==> src/rtl/mic_array_ctrl.sv <==
// rtl/mic_array_ctrl.sv - I2S master clocks for two stereo receivers plus a frame aligner with a one-deep output buffer.
// Define MIC_ARRAY_CTRL_FRAME_CNT_EN to build the completed-transfer counter behind frame_cnt.
module mic_array_ctrl #(
    parameter int DATA_WIDTH    = 24,
    parameter int CLK_DIV       = 4,
    parameter int SLOT_BITS     = 32,
    parameter int ALIGN_TIMEOUT = 64
) (
    input  logic                    clk,
    input  logic                    rst_n,
    input  logic                    enable,
    output logic                    bclk,
    output logic                    ws,
    input  logic [DATA_WIDTH-1:0]   rx0_left,
    input  logic [DATA_WIDTH-1:0]   rx0_right,
    input  logic [DATA_WIDTH-1:0]   rx1_left,
    input  logic [DATA_WIDTH-1:0]   rx1_right,
    input  logic                    rx0_valid,
    input  logic                    rx1_valid,
    output logic [4*DATA_WIDTH-1:0] frame_data,
    output logic                    frame_valid,
    input  logic                    frame_ready,
    output logic [15:0]             frame_cnt,
    output logic                    overflow,
    output logic                    align_err,
    input  logic                    clr_err
);

    localparam int DIVW = (CLK_DIV > 2) ? $clog2(CLK_DIV) : 1;
    localparam int BITW = $clog2(2 * SLOT_BITS);
    localparam int TOW  = $clog2(ALIGN_TIMEOUT + 1);
    localparam logic [DIVW-1:0] DIV_LAST = DIVW'(CLK_DIV - 1);
    localparam logic [BITW-1:0] BIT_LAST = BITW'(2 * SLOT_BITS - 1);
    localparam logic [BITW-1:0] SLOT_LIM = BITW'(SLOT_BITS);

    typedef enum logic [1:0] {IDLE, RUN, DRAIN} clk_state_t;
    typedef enum logic [1:0] {A_WAIT, A_HAVE0, A_HAVE1} al_state_t;

    clk_state_t      c_state;
    logic [DIVW-1:0] div;
    logic [BITW-1:0] bit_cnt;
    logic [BITW-1:0] bit_next;

    assign bit_next = (bit_cnt == BIT_LAST) ? '0 : bit_cnt + BITW'(1);

    always_ff @(posedge clk or negedge rst_n) begin
        if (!rst_n) begin
            c_state <= IDLE;
            bclk    <= 1'b0;
            ws      <= 1'b1;
            div     <= '0;
            bit_cnt <= BIT_LAST;
        end else begin
            case (c_state)
                IDLE: begin
                    bclk    <= 1'b0;
                    ws      <= 1'b1;
                    div     <= '0;
                    bit_cnt <= BIT_LAST;
                    if (enable) c_state <= RUN;
                end
                default: begin
                    c_state <= enable ? RUN : DRAIN;
                    if (div == DIV_LAST) begin
                        div  <= '0;
                        bclk <= ~bclk;
                        if (bclk) begin
                            // Falling edge: the frame-ending edge of a drain parks the clocks.
                            if (c_state == DRAIN && !enable && bit_next == '0) begin
                                c_state <= IDLE;
                                ws      <= 1'b1;
                                bit_cnt <= BIT_LAST;
                            end else begin
                                bit_cnt <= bit_next;
                                ws      <= (bit_next >= SLOT_LIM);
                            end
                        end
                    end else begin
                        div <= div + DIVW'(1);
                    end
                end
            endcase
        end
    end

    al_state_t               a_state;
    logic [DATA_WIDTH-1:0]   hold_left;
    logic [DATA_WIDTH-1:0]   hold_right;
    logic [TOW-1:0]          tmo;
    logic                    asm_fire;
    logic                    align_set;
    logic [4*DATA_WIDTH-1:0] asm_data;
    logic                    xfer;

    assign xfer = frame_valid & frame_ready;

    always_comb begin
        asm_fire  = 1'b0;
        align_set = 1'b0;
        asm_data  = '0;
        case (a_state)
            A_WAIT: begin
                if (rx0_valid && rx1_valid) begin
                    asm_fire = 1'b1;
                    asm_data = {rx1_right, rx1_left, rx0_right, rx0_left};
                end
            end
            A_HAVE0: begin
                if (rx1_valid) begin
                    asm_fire = 1'b1;
                    asm_data = {rx1_right, rx1_left, hold_right, hold_left};
                end else if (rx0_valid || tmo <= TOW'(1)) begin
                    align_set = 1'b1;
                end
            end
            default: begin
                if (rx0_valid) begin
                    asm_fire = 1'b1;
                    asm_data = {hold_right, hold_left, rx0_right, rx0_left};
                end else if (rx1_valid || tmo <= TOW'(1)) begin
                    align_set = 1'b1;
                end
            end
        endcase
    end

    always_ff @(posedge clk or negedge rst_n) begin
        if (!rst_n) begin
            a_state    <= A_WAIT;
            hold_left  <= '0;
            hold_right <= '0;
            tmo        <= '0;
        end else begin
            case (a_state)
                A_WAIT: begin
                    if (rx0_valid && !rx1_valid) begin
                        a_state    <= A_HAVE0;
                        hold_left  <= rx0_left;
                        hold_right <= rx0_right;
                        tmo        <= TOW'(ALIGN_TIMEOUT);
                    end else if (rx1_valid && !rx0_valid) begin
                        a_state    <= A_HAVE1;
                        hold_left  <= rx1_left;
                        hold_right <= rx1_right;
                        tmo        <= TOW'(ALIGN_TIMEOUT);
                    end
                end
                A_HAVE0: begin
                    if (rx1_valid) begin
                        a_state <= A_WAIT;
                    end else if (rx0_valid) begin
                        hold_left  <= rx0_left;
                        hold_right <= rx0_right;
                        tmo        <= TOW'(ALIGN_TIMEOUT);
                    end else if (tmo <= TOW'(1)) begin
                        a_state <= A_WAIT;
                    end else begin
                        tmo <= tmo - TOW'(1);
                    end
                end
                default: begin
                    if (rx0_valid) begin
                        a_state <= A_WAIT;
                    end else if (rx1_valid) begin
                        hold_left  <= rx1_left;
                        hold_right <= rx1_right;
                        tmo        <= TOW'(ALIGN_TIMEOUT);
                    end else if (tmo <= TOW'(1)) begin
                        a_state <= A_WAIT;
                    end else begin
                        tmo <= tmo - TOW'(1);
                    end
                end
            endcase
        end
    end

    // One-deep holding register: a new frame may replace only an empty or departing one.
    always_ff @(posedge clk or negedge rst_n) begin
        if (!rst_n) begin
            frame_data  <= '0;
            frame_valid <= 1'b0;
            overflow    <= 1'b0;
            align_err   <= 1'b0;
        end else begin
            if (asm_fire && (!frame_valid || xfer)) begin
                frame_data  <= asm_data;
                frame_valid <= 1'b1;
            end else if (xfer) begin
                frame_valid <= 1'b0;
            end
            if (asm_fire && frame_valid && !frame_ready) overflow <= 1'b1;
            else if (clr_err)                            overflow <= 1'b0;
            if (align_set)    align_err <= 1'b1;
            else if (clr_err) align_err <= 1'b0;
        end
    end

`ifdef MIC_ARRAY_CTRL_FRAME_CNT_EN
    logic [15:0] cnt_q;
    always_ff @(posedge clk or negedge rst_n) begin
        if (!rst_n)    cnt_q <= '0;
        else if (xfer) cnt_q <= cnt_q + 16'd1;
    end
    assign frame_cnt = cnt_q;
`else
    assign frame_cnt = 16'd0;
`endif

endmodule

==> config.mk <==
export PLATFORM = sky130hd
export DESIGN_NAME = mic_array_ctrl
export DESIGN_NICKNAME = d
export VERILOG_FILES = /design/src/rtl/mic_array_ctrl.sv
export SDC_FILE = /design/constraint.sdc
export NUM_CORES = 1
export LEC_CHECK = 0
export ABC_AREA = 1
export CAP_MARGIN = 20
export CORE_MARGIN = 5
export CORE_UTILIZATION = 30
export CTS_BUF_LIST = sky130_fd_sc_hd__clkbuf_4 sky130_fd_sc_hd__clkbuf_8
export CTS_CLUSTER_SIZE = 24
export DETAILED_ROUTE_END_ITERATION = 12
export PLACE_DENSITY_LB_ADDON = 0.2
export SYNTH_ARGS = -nofsm -noshare
export SYNTH_HDL_FRONTEND = slang
export SYNTH_SLANG_ARGS = --single-unit
==> constraint.sdc <==
create_clock -name clk -period 2.4 [get_ports clk]
set_input_delay 0.24 -clock clk [delete_from_list [all_inputs] [get_ports clk]]
set_output_delay 0.24 -clock clk [all_outputs]
set_load 0.02 [all_outputs]
Word-level counts from Yosys, hierarchy flattened
Index checks and enable logic that the tools add are counted.
{ "word_totals": {"word_cells": 127, "regBits": 168, "inputBits": 103} }
{ "classes": {"bitwise_logic": 2, "n_addsub": 3, "reduce_logical": 29, "muxes": 67, "n_lt_le_gt_ge": 2, "n_eq_ne": 11} }
{ "ops": {"columns": ["op", "n"], "rows": [
  ["$mux 24", 12],
  ["$mux 96", 3],
  ["$pmux 96 s2", 1],
  ["$pmux 24 s2", 2],
  ["$mux 7", 7],
  ["$mux 2", 15],
  ["$mux 6", 5],
  ["$mux 1", 18],
  ["$pmux 7 s2", 1],
  ["$reduce_bool 2->1", 5],
  ["$logic_and 1x1->1", 8],
  ["$le 7x1->1 const B", 1],
  ["$sub 7x1->7 const B", 1],
  ["$add 6x1->6 const B", 1],
  ["$eq 6x6->1 const B", 1],
  ["$ge 6x6->1 const B", 1],
  ["$logic_not 6->1", 1],
  ["$ne 2x2->1 const B", 3],
  ["$ne 3x3->1 const B", 2],
  ["$reduce_and 3->1", 2],
  ["$logic_not 1->1", 5],
  ["$reduce_and 5->1", 1],
  ["$eq 2x2->1 const B", 2],
  ["$logic_not 2->1", 2],
  ["other kinds (11)", 14]
]} }

Longest topological paths before layout
Gate-level depths: netlist of the first run.
{ "depth": {"word_depth": 8, "mapped_depth": 11, "ltp_nobuf": 11} }

Worst setup path before layout of the first run
OpenSTA, ideal clock, no wires.
{ "synth_path": {"kind": "register -> register", "startpoint": "register a_state[1]", "endpoint": "register hold_right[10]", "synth_period_minus_slack_ns": 1.526, "setup_slack_ns": 0.874, "arrival_time_ns": 1.405, "n_path_buf": 2, "required_time_ns": 2.278, "stages_incl_launch_ff": 9, "setup_time_ns": 0.122, "path_cell_list": "dfrtp_1 > nor2_1 > nand2_1 > nand3_2 > inv_2 > nand3_2 > buf_2 > buf_6 > a21oi_1"} }
{ "synth_between": {"elab_chain_cells": 3, "elab_cells_between_ends": 9, "cone_classes": "5 x eq/ne; 1 x mux; 3 x reduce/logical"} }
{ "synth_lines": {"columns": ["element", "line_no", "rtl"], "rows": [
  ["from (decl)", "86", "al_state_t a_state;"],
  ["from (signal assigned)", "129", "a_state <= A_WAIT;"],
  ["from (signal assigned)", "137", "a_state <= A_HAVE0;"],
  ["from (signal assigned)", "142", "a_state <= A_HAVE1;"],
  ["$eq 2x1->1 or $logic_not 2->1 (tied branches)", "134", "case (a_state)"],
  ["$ne 3x1->1 (no source line), or another cell as far along", null, null],
  ["$reduce_and 5->1 (no source line)", null, null],
  ["to (signal assigned)", "139", "hold_right <= rx0_right;"],
  ["to (signal assigned)", "144", "hold_right <= rx1_right;"],
  ["to (signal assigned)", "153", "hold_right <= rx0_right;"],
  ["to (decl)", "88", "logic [DATA_WIDTH-1:0] hold_right;"]
]} }
Parallel ways exist; a longest one is shown, timed or not.
A chain may end at the register's enable or synchronous reset.

Final worst setup path of the first run
{ "layout_path": {"startpoint": "register ws", "endpoint": "output port ws"} }
{ "layout_lines": {"columns": ["element", "line_no", "rtl"], "rows": [
  ["from (decl)", "13", "output logic ws,"],
  ["from (signal assigned)", "75", "ws <= (bit_next >= SLOT_LIM);"]
]} }
No word-level cell between the ends.

==> qor.yml, run 1 <==
routing:
  drc: 0
  viasPerCell: 4.57
  drt_iter0_drc: 420
  vias: 7868
  drt_wl_total_um: 26200
  avgRoutedWirePerCell_um: 15.2
  firstDrtPassIters: 5
  drtAntennaViolNets: 0
power_and_ir_drop:
  switching_share_pct: 45.6
  pwr-share-seq_pct: 33.0
  leakage_nw: 5.73
  pwr-share-comb_pct: 51.8
  p_per_area_mw_per_mm2: 1230
  p_sw_w: 0.00643
  internal-power_w: 0.00766
  clkPwrFrac_pct: 15.1
  vdd_ir_drop_max_uv: 637
critical_path:
  cp_slowest_stage_delay_ns: 0.60
  crit_path_end_kind: "primary output"
  startpoint_type: "register"
  slowest_stage: "clkdlybuf4s50_1"
  reg2regPathDepth: 6
  crit_type: "register to primary output"
  crit_path_cell_trace: "clkdlybuf4s50_1"
  crit_buf_inv: 1
  critical_path_required_ns: 2.16
  critPathTopFamily: "buffers and inverters"
  reg2reg_slack_ns: 0.58
  r2r-end: "frame_data[45]"
  cp_max_fo: 2
  cp_data_arrival_time_ns: 1.61
  r2r_start: "a_state[1]"
sta:
  fmax_mhz: 540
  fin_skew_ns: 0.0238
  hold_ws_ns: 0.238
  slew_headroom_pct: 54.9
  post-route-period-util_pct: 77.1
  tightest_slew_ns: 0.677
  hold_viol_final: 0
  worst_slack_ns: 0.549
  fin_crit_ns: 1.85
  fin_tns_setup_ns: 0
  final_max_slew_viol_count: 0
  rsz0062_at_grt: "false"
  setup_viol: 0
yosys:
  syn_area_per_cell_um2: 7.50
  synth_cells: 1146
  synth-edff-count: 0
  ys_ff_latch: 168
  ys_warn_count: 0
  synth.area.top_cells: "dfrtp_1 (47%), nand2_1 (17%), o21ai_0 (5.6%)"
  synth_top_area_share_pct: 46.9
  yosysTopAreaCell: "dfrtp_1"
  async_reset_ff_share_pct: 100
  synth.distinct_cells: 31
  ys.flop_type: "dfrtp_1"
  yosysSeqAreaShare_pct: 49.0
  synth.cell_area_mm2: 0.00859
finish:
  finish.instance_area_mm2: 0.0114
  num-nets-final: 1435
  layout-drive-gt1-share_pct: 5.61
  synthToLayoutAreaGrowth_pct: 32.9
  antenna_cells: 0
  fin_util_pct: 40.1
die:
  core_area_mm2: 0.0285
  rows: 62
  dieWidth_um: 179
  io_pins: 220
  dieArea_mm2: 0.0321
  initial_utilization_pct: 30.2
  die_height_um: 179
global_routing:
  overflow: 0
  antenna_found_initial: 0
  grt_usage_pct: 16.7
  grt_pass1_vias: 7937
  grt_pass1_wl_um: 42400
  grt_start_max_net_pins: 69
status:
  outcome: "complete, no violations"
cts:
  cts_tree: "built"
  htreeDepth: 4
  cts_made_buffers: 17
  clockRootBuffer: "clkbuf_8"
  cts_sinks: 168
  insertion_delay_ns: 0.48
  clkTransAtPathRegs_ns: 0.11
  cts.path.max_buffers: 2
min_path:
  hold_depth: 1
  hold_start: "enable"
  min_path_type: "input port to register"
  min_to: "c_state[0]"
placement:
  dp_slack_ns: 0.134
  io_buffer_count: 203
  place_congestion: 0.813
  dp_hpwl_um: 17600
  place_area_mm2: 0.0110
flow_run:
  max_cap_viol_count: 0
==> metrics by stage <==
step | instances | total power [W]
global route | 1721 | 0.0153
global placement | 1688 | 0.0120
CTS | 1721 | 0.0143
finish | 1721 | 0.0141
detailed placement | 1688 | 0.0121
floorplan | 1161 | 0.00924
==> state kept, by name, summed over array words and instances (netlist names) <==
signal       count
hold_right      24
div              2
hold_left       24
tmo              7
bclk             1
frame_valid      1
align_err        1
bit_cnt          6
a_state          2
overflow         1
frame_data      96
c_state          2
ws               1
==> worst register-to-register path, delay by kind of cell, from the launching register on <==
family / cells / cell delay (ns)
flops: 1 / 0.51
compound gates: 2 / 0.34
simple gates: 3 / 0.31
buf+inv: 1 / 0.56
==> per-layer routing <==
metal	wire length, um	global-route usage, %
met5	0	0
met4	399	4.19
met3	1880	5.15
met2	12300	27.4
met1	11700	21.7
==> power by group through the flow <==
stage / Sequential, W / Clock, W / Combinational [W]
final: 0.00465 / 0.00213 / 0.00730
after floorplan: 0.00543 / 0 / 0.00381
after CTS: 0.00467 / 0.00223 / 0.00743
after global routing: 0.00482 / 0.00235 / 0.00818
after detailed placement: 0.00472 / 0 / 0.00739
after global placement: 0.00472 / 0 / 0.00730
==> cells in the mapped netlist (3+ instances only) <==
cell,instances
o21ai_1,5
buf_6,9
a21oi_1,54
o22ai_1,48
o21ai_0,96
nor2_1,80
ha_1,8
nand2_1,390
clkbuf_1,29
inv_1,125
xor2_1,3
dfstp_2,7
dfrtp_1,161
buf_2,21
buf_4,19
nor3_1,5
nand3_1,64
buf_1,4
==> cells in the final DEF (no fill, tap or decap), types with 2 or more instances in the layout <==
cell type and instances:
clkinv_8 2, dfrtp_1 161, nand4_1 2, nand3_1 64, o21ai_1 5, xor2_1 3
buf_4 13, nand3b_1 2, clkinv_4 4, buf_12 9, dfstp_2 7, clkdlybuf4s50_1 202
clkbuf_8 17, nor3_1 5, nand2_1 388, inv_8 7, ha_1 8, o21ai_0 96
nand2_2 3, a21oi_1 54, o22ai_1 48, nor2_1 80, inv_2 2, inv_1 124
conb_1 16
==> cell type report <==
type                    instances  area (um2)
fillers                      3033       17100
inverters                     127         478
multi-input cells             784        3520
clock inverters                15         171
flip-flops and latches        168        4210
well taps                     384         480
clock buffers                  17         234
repair buffers                226        2320
==> worst max path at each step <==
stage	to	startpoint	slack (ns)	depth (start not counted)
after floorplan	hold_right[10]	a_state[1]	0.87	8
after global placement	frame_data[42]	rx0_valid	0.23	7
after detailed placement	hold_right[23]	rx0_valid	0.13	11
after CTS	ws	ws	0.49	1
after global routing	frame_data[48]	a_state[1]	0.37	8
final	ws	ws	0.55	1
==> cells by family (layout without fill, tap and decap cells) <==
| family | after synthesis | in the layout | synth area share [%] |
|---|---|---|---|
| buffers and inverters | 209 | 385 | 11.0 |
| DFF | 168 | 168 | 49.0 |
| and+or+nand+nor | 549 | 549 | 25.4 |
| other | 1 | 16 | 0.0436 |
| xor gates and xnor gates | 3 | 3 | 0.306 |
| AOI/OAI and AO/OA | 208 | 208 | 13.0 |
| adders and majority gates | 8 | 8 | 1.16 |
==> timing repair <==
item / CTS / global route
endpoints found under the setup margin: 0 / 0
resized for setup: 0 / 0
endpoints found under the hold margin: 51 / 0
setup buffers: 0 / 0
hold buffers: 1 / 0
Power figures use the tool's default switching activity.
==> run 2: changes to the inputs <==
clock period = 1.64 ns   (was 2.4 ns; I/O delays follow)
==> run 2 against run 1 <==
Sequential share of layout area down 1.8 points. Sequential power is 47% higher. Hold slack got worse by 0.15 ns. Count of clock-buffer cells in the layout increased by 2. Clock power grew 45%. Combinational power grew 59%. Clock skew down 0.0069 ns. Setup slack lost 0.49 ns. First-iteration DRC count is 5.0% lower. Register-to-register slack got worse by 0.52 ns. Global-route usage rose by 0.10 points.
==> qor.yml, run 2 (synthesis results as in run 1) <==
status:
  outcome: "complete, no violations"  # unchanged
routing:
  met1_length_um: 12700  # was 11700 um
  drc: 0  # unchanged
  vias: 8073  # was 7868
  drtAntennaViolNets: 0  # unchanged
  firstDrtPassIters: 5  # unchanged
  top_layer: "met5"  # was met4
  viasPerCell: 4.58  # was 4.57
  detailroute.wirelength.met2_um: 13400  # was 12300 um
  dr_wl_met3_um: 1930  # was 1880 um
  drt_iter0_drc: 399  # was 420
  drt_wl_total_um: 28200  # was 26200 um
  avgRoutedWirePerCell_um: 16.0  # was 15.2 um
power_and_ir_drop:
  leakage_nw: 6.84  # was 5.73 nW
  p_per_area_mw_per_mm2: 1790  # was 1230 mW/mm2
  vdd_ir_drop_max_uv: 860  # was 637 uV
placement:
  io_buffer_count: 203  # unchanged
  place_area_mm2: 0.0113  # was 0.0110 mm2
  place_congestion: 0.784  # was 0.813
  dp_slack_ns: -0.393  # was 0.134 ns
  dp_hpwl_um: 18500  # was 17600 um
finish:
  reg_top3: "frame_data x96, hold_left x24, hold_right x24"  # unchanged
  layout_commonest_cell: "nand2_1"  # unchanged
  finish.instance_area_mm2: 0.0120  # was 0.0114 mm2
  fin_util_pct: 42.2  # was 40.1%
  largest_reg_flops: 96  # unchanged
  antenna_cells: 0  # unchanged
  layout-drive-gt1-share_pct: 9.58  # was 5.61%
  top_register: "frame_data"  # unchanged
  final_cell_mix: "nand2_1 (386), dfrtp_1 (159), inv_1 (123)"  # was nand2_1 (388), clkdlybuf4s50_1 (202), dfrtp_1 (161)
  num-nets-final: 1477  # was 1435
  synthToLayoutAreaGrowth_pct: 39.8  # was 32.9%
cts:
  clkTransAtPathRegs_ns: 0.10  # was 0.11 ns
  clockRootBuffer: "clkbuf_8"  # unchanged
  insertion_delay_ns: 0.46  # was 0.48 ns
  cts_tree: "built"  # unchanged
  htreeDepth: 4  # unchanged
  cts_sinks: 168  # unchanged
  cts_made_buffers: 17  # unchanged
  cts.path.max_buffers: 2  # unchanged
sta:
  final_max_slew_viol_count: 0  # unchanged
  fmax_mhz: 631
  hold_ws_ns: 0.0859  # was 0.238 ns
  fin_skew_ns: 0.0170  # was 0.0238 ns
  hold_viol_final: 0  # unchanged
  setup_viol: 0  # unchanged
  fin_crit_ns: 1.58
  fin_tns_setup_ns: 0  # unchanged
  post-route-period-util_pct: 96.6
  worst_slack_ns: 0.0555  # was 0.549 ns
  rsz0062_at_grt: "true"  # was false
min_path:
  min_path_type: "input port to async pin"  # was input port to register
critical_path:
  crit_type: "register to register"  # was register to primary output
  startpoint_type: "register"  # unchanged
  cp_data_arrival_time_ns: 1.97  # was 1.61 ns
  critical_path_required_ns: 2.03  # was 2.16 ns
  cp_max_fo: 5  # was 2
  crit_path_end_kind: "register"  # was primary output
global_routing:
  grt_start_max_net_pins: 56  # was 69
  grt_usage_pct: 16.8  # was 16.7%
  grt_pass1_vias: 7906  # was 7937
  overflow: 0  # unchanged
  antenna_found_initial: 3  # was 0
  grt_pass1_wl_um: 42600  # was 42400 um
die:
  io_pins: 220  # unchanged
  dieArea_mm2: 0.0321  # unchanged
  core_area_mm2: 0.0285  # unchanged
  rows: 62  # unchanged
  die_height_um: 179  # unchanged
  initial_utilization_pct: 30.2  # unchanged
  dieWidth_um: 179  # unchanged
flow_run:
  max_cap_viol_count: 0  # unchanged
[run 2: final cells by class]
type	instances	area, um2
clock inverter	12	144
timing repair buffer	268	2860
inverter	127	482
multi-input combinational	784	3590
fill	2957	16500
clock buffer	19	249
tap	384	480
sequential	168	4220
[run 2: timing repair]
action | in CTS | in global routing
gates resized for setup | 61 | 70
buffers inserted | 1 | 4
hold buffers | 1 | 0
gates cloned | 0 | 5
pin swaps | 0 | 6
hold endpoints to repair | 161 | 0
setup endpoints to repair | 162 | 165
[run 2: power by group]
group | total [W] | internal [W] | switching [W]
Combinational | 0.0116 | 0.00447 | 0.00711
Sequential | 0.00683 | 0.00595 | 0.000871
Clock | 0.00308 | 0.00141 | 0.00167
[run 2: critical path: stages (launching register included)]
cell and delay [ns]:
dfstp_2 0.57, ha_4 0.15, nand3_1 0.10, nor2_2 0.17
nor2_1 0.09, nor2_2 0.15, nand2_2 0.14, a21oi_2 0.16
[run 2: path summary, 6_finish.rpt]
| check | start | to | slack, ns | cells past startpoint |
|---|---|---|---|---|
| setup reg to reg | bit_cnt[0] | bit_cnt[1] | 0.06 | 7 |
| setup / recovery | bit_cnt[0] | bit_cnt[1] | 0.06 | 7 |
| min in group clk | enable | c_state[0] | 0.17 | 1 |
| hold / removal | rst_n | hold_left[15] | 0.09 | 2 |
| hold reg to reg | div[0] | div[0] | 0.44 | 1 |
| max in group asynchronous | rst_n | a_state[1] | 0.96 | 3 |
[run 2: per-layer routing]
layer,global-route usage [%],up-vias
met5,0,-
met2,28.1,202
li1,-,4029
met3,5.00,16
met1,22.0,3820
met4,3.05,6
[run 2: per-stage QoR]
stage	power (W)	cells
2_1_floorplan	0.0135	1161
3_3_place_gp	0.0183	1720
3_5_place_dp	0.0184	1720
4_1_cts	0.0213	1753
5_1_grt	0.0232	1762
6_report	0.0215	1762
==> run 3: changes to the inputs <==
PLACE_DENSITY_LB_ADDON = not set   (was 0.2)
==> run 3 against run 2 <==
The flow now finishes with violations (setup timing). Wire length rose by 2.5%. Flip-flop and latch count unchanged. Count of clock-buffer cells in the layout decreased by 1. Setup slack worse by 0.060 ns. Via count up 2.4%. Fmax down 3.7%. Die area stayed put. Sequential power down 0.6%. Critical endpoint is now hold_right[9].
==> qor.yml, run 3 (synthesis results as in run 1) <==
routing:
  vias: 8267  # was 8073
  drtAntennaViolNets: 0  # unchanged
  drc: 0  # unchanged
  firstDrtPassIters: 6  # was 5
  drt_iter0_drc: 498  # was 399
  viasPerCell: 4.67  # was 4.58
  avgRoutedWirePerCell_um: 16.3  # was 16.0 um
  drt_wl_total_um: 28900  # was 28200 um
cts:
  htreeDepth: 4  # unchanged
  clkTransAtPathRegs_ns: 0.11  # was 0.10 ns
  cts.path.max_buffers: 2  # unchanged
  cts_made_buffers: 17  # unchanged
  clockRootBuffer: "clkbuf_8"  # unchanged
  cts_sinks: 168  # unchanged
  cts_tree: "built"  # unchanged
  insertion_delay_ns: 0.47  # was 0.46 ns
finish:
  top_register: "frame_data"  # unchanged
  fin_cells: 1772  # was 1762
  layout-drive-gt1-share_pct: 15.3  # was 9.58%
  layout_commonest_cell: "nand2_1"  # unchanged
  final_cell_mix: "nand2_1 (384), dfrtp_1 (160), inv_1 (123)"  # was nand2_1 (386), dfrtp_1 (159), inv_1 (123)
  nFillCells: 2865  # was 2957
  largest_reg_flops: 96  # unchanged
  reg_top3: "frame_data x96, hold_left x24, hold_right x24"  # unchanged
  synthToLayoutAreaGrowth_pct: 44.6  # was 39.8%
  antenna_cells: 0  # unchanged
  num-nets-final: 1486  # was 1477
critical_path:
  cp_max_fo: 20  # was 5
  crit_path_cell_trace: "nor2_4 -> buf_4 -> nand2_2 -> nand3_2 -> inv_2 -> nand3_4 -> buf_12 -> clkbuf_16 -> nor2_1 -> a21oi_1"  # was ha_4 -> nand3_1 -> nor2_2 -> nor2_1 -> nor2_2 -> nand2_2 -> a21oi_2
  slowest_stage: "dfrtp_2"  # was dfstp_2
  critical_path_required_ns: 2.00  # was 2.03 ns
  startpoint_type: "register"  # unchanged
  crit_path_end_kind: "register"  # unchanged
  cp_slowest_stage_delay_ns: 0.46  # was 0.57 ns
  critPathTopFamily: "buffers and inverters"  # was simple AND/OR/NAND/NOR gates
  cp_data_arrival_time_ns: 2.01  # was 1.97 ns
  crit_buf_inv: 4  # was 0
  crit_type: "register to register"  # unchanged
global_routing:
  grt_usage_pct: 16.3  # was 16.8%
  grt_pass1_wl_um: 41700  # was 42600 um
  grt_start_max_net_pins: 72  # was 56
  grt_pass1_vias: 7978  # was 7906
  overflow: 0  # unchanged
  antenna_found_initial: 0  # was 3
sta:
  worst_slack_ns: -0.00464  # was 0.0555 ns
  fin_crit_ns: 1.64  # was 1.58 ns
  hold_ws_ns: 0.148  # was 0.0859 ns
  hold_viol_final: 0  # unchanged
  post-route-period-util_pct: 100  # was 96.6%
  final_max_slew_viol_count: 0  # unchanged
  rsz0062_at_grt: "true"  # unchanged
  fmax_mhz: 608  # was 631 MHz
  fin_skew_ns: 0.0143  # was 0.0170 ns
  setup_viol: 1  # was 0
status:
  violations: "setup timing"
  outcome: "complete, but fails checks"  # was complete, no violations
placement:
  dp_hpwl_um: 18200  # was 18500 um
  io_buffer_count: 203  # unchanged
  dp.cells: 1720  # unchanged
  place_congestion: 0.827  # was 0.784
die:
  io_pins: 220  # unchanged
  core_area_mm2: 0.0285  # unchanged
  rows: 62  # unchanged
  dieWidth_um: 179  # unchanged
  dieArea_mm2: 0.0321  # unchanged
  initial_utilization_pct: 30.2  # unchanged
  die_height_um: 179  # unchanged
power_and_ir_drop:
  vdd_ir_drop_max_uv: 800  # was 860 uV
  leakage_nw: 6.84  # about the same
  p_per_area_mw_per_mm2: 1800  # was 1790 mW/mm2
flow_run:
  max_cap_viol_count: 0  # unchanged
min_path:
  min_path_type: "input port to register"  # was input port to async pin
## run 3: layout make-up
class                   instances  area, um2  area share, %
clock inverters                14        155           1.25
clock buffers                  18        248           1.99
well taps                     384        480           3.87
inverters                     127        479           3.86
multi-input cells             784       3880           31.3
repair buffers                277       2970           23.9
flip-flops and latches        168       4210           33.9
## run 3: path summary, 6_finish.rpt
path	startpoint	endpoint	slack, ns	cells after the start
worst max register to register	a_state[1]	hold_right[9]	-0.005	10
worst min register to register	div[0]	div[0]	0.45	1
worst min-delay path	enable	c_state[0]	0.15	1
worst max-delay path	a_state[1]	hold_right[9]	-0.005	10
min in group asynchronous	rst_n	frame_data[9]	0.16	2
max in group asynchronous	rst_n	bit_cnt[3]	0.77	3
## run 3: worst register-to-register path, stage by stage (launching register included)
cell       delay [ns]
dfrtp_2          0.46
nor2_4           0.06
buf_4            0.14
nand2_2          0.07
nand3_2          0.10
inv_2            0.11
nand3_4          0.10
buf_12           0.16
clkbuf_16        0.19
nor2_1           0.10
a21oi_1          0.04
## run 3: timing repair
item                                   CTS  global route
endpoints found under the hold margin  143             0
pin swaps                                0            29
cloned                                   0            14
setup buffers                            0             5
setup endpoints to repair              119           162
hold buffers                             1             0
resized for setup                       74           164
## run 3: per-layer routing
layer / GRT usage [%] / part of all wire (%) / vias up
li1: - / - / 4051
met1: 21.2 / 44 / 3935
met2: 27.8 / 49 / 266
met3: 4.09 / 6.6 / 15
met4: 3.30 / 0.89 / 0
met5: 0 / 0 / -
## run 3: report_power, final
group / internal (W) / switching, W / leakage [nW]
registers: 0.00595 / 0.000843 / 2.10
clock network: 0.00119 / 0.00187 / 0.198
logic: 0.00486 / 0.00765 / 4.53
total: 0.0120 / 0.0104 / 6.84
## run 3: per-stage QoR
step / util [%] / worst slack, ns / instance area [um2] / TNS, ns / total power [W]
final: 43.6 / -0.00464 / 12400 / -0.00464 / 0.0224
after detailed placement: 39.7 / -0.374 / 11300 / -45.12 / 0.0182
after floorplan: - / 0.114 / 8650 / 0 / 0.0135
after global placement: 39.7 / -0.351 / 11300 / -44.58 / 0.0180
after global routing: 43.6 / -0.0713 / 12400 / -2.62 / 0.0241
after CTS: 40.8 / 0.0000964 / 11600 / 0 / 0.0208
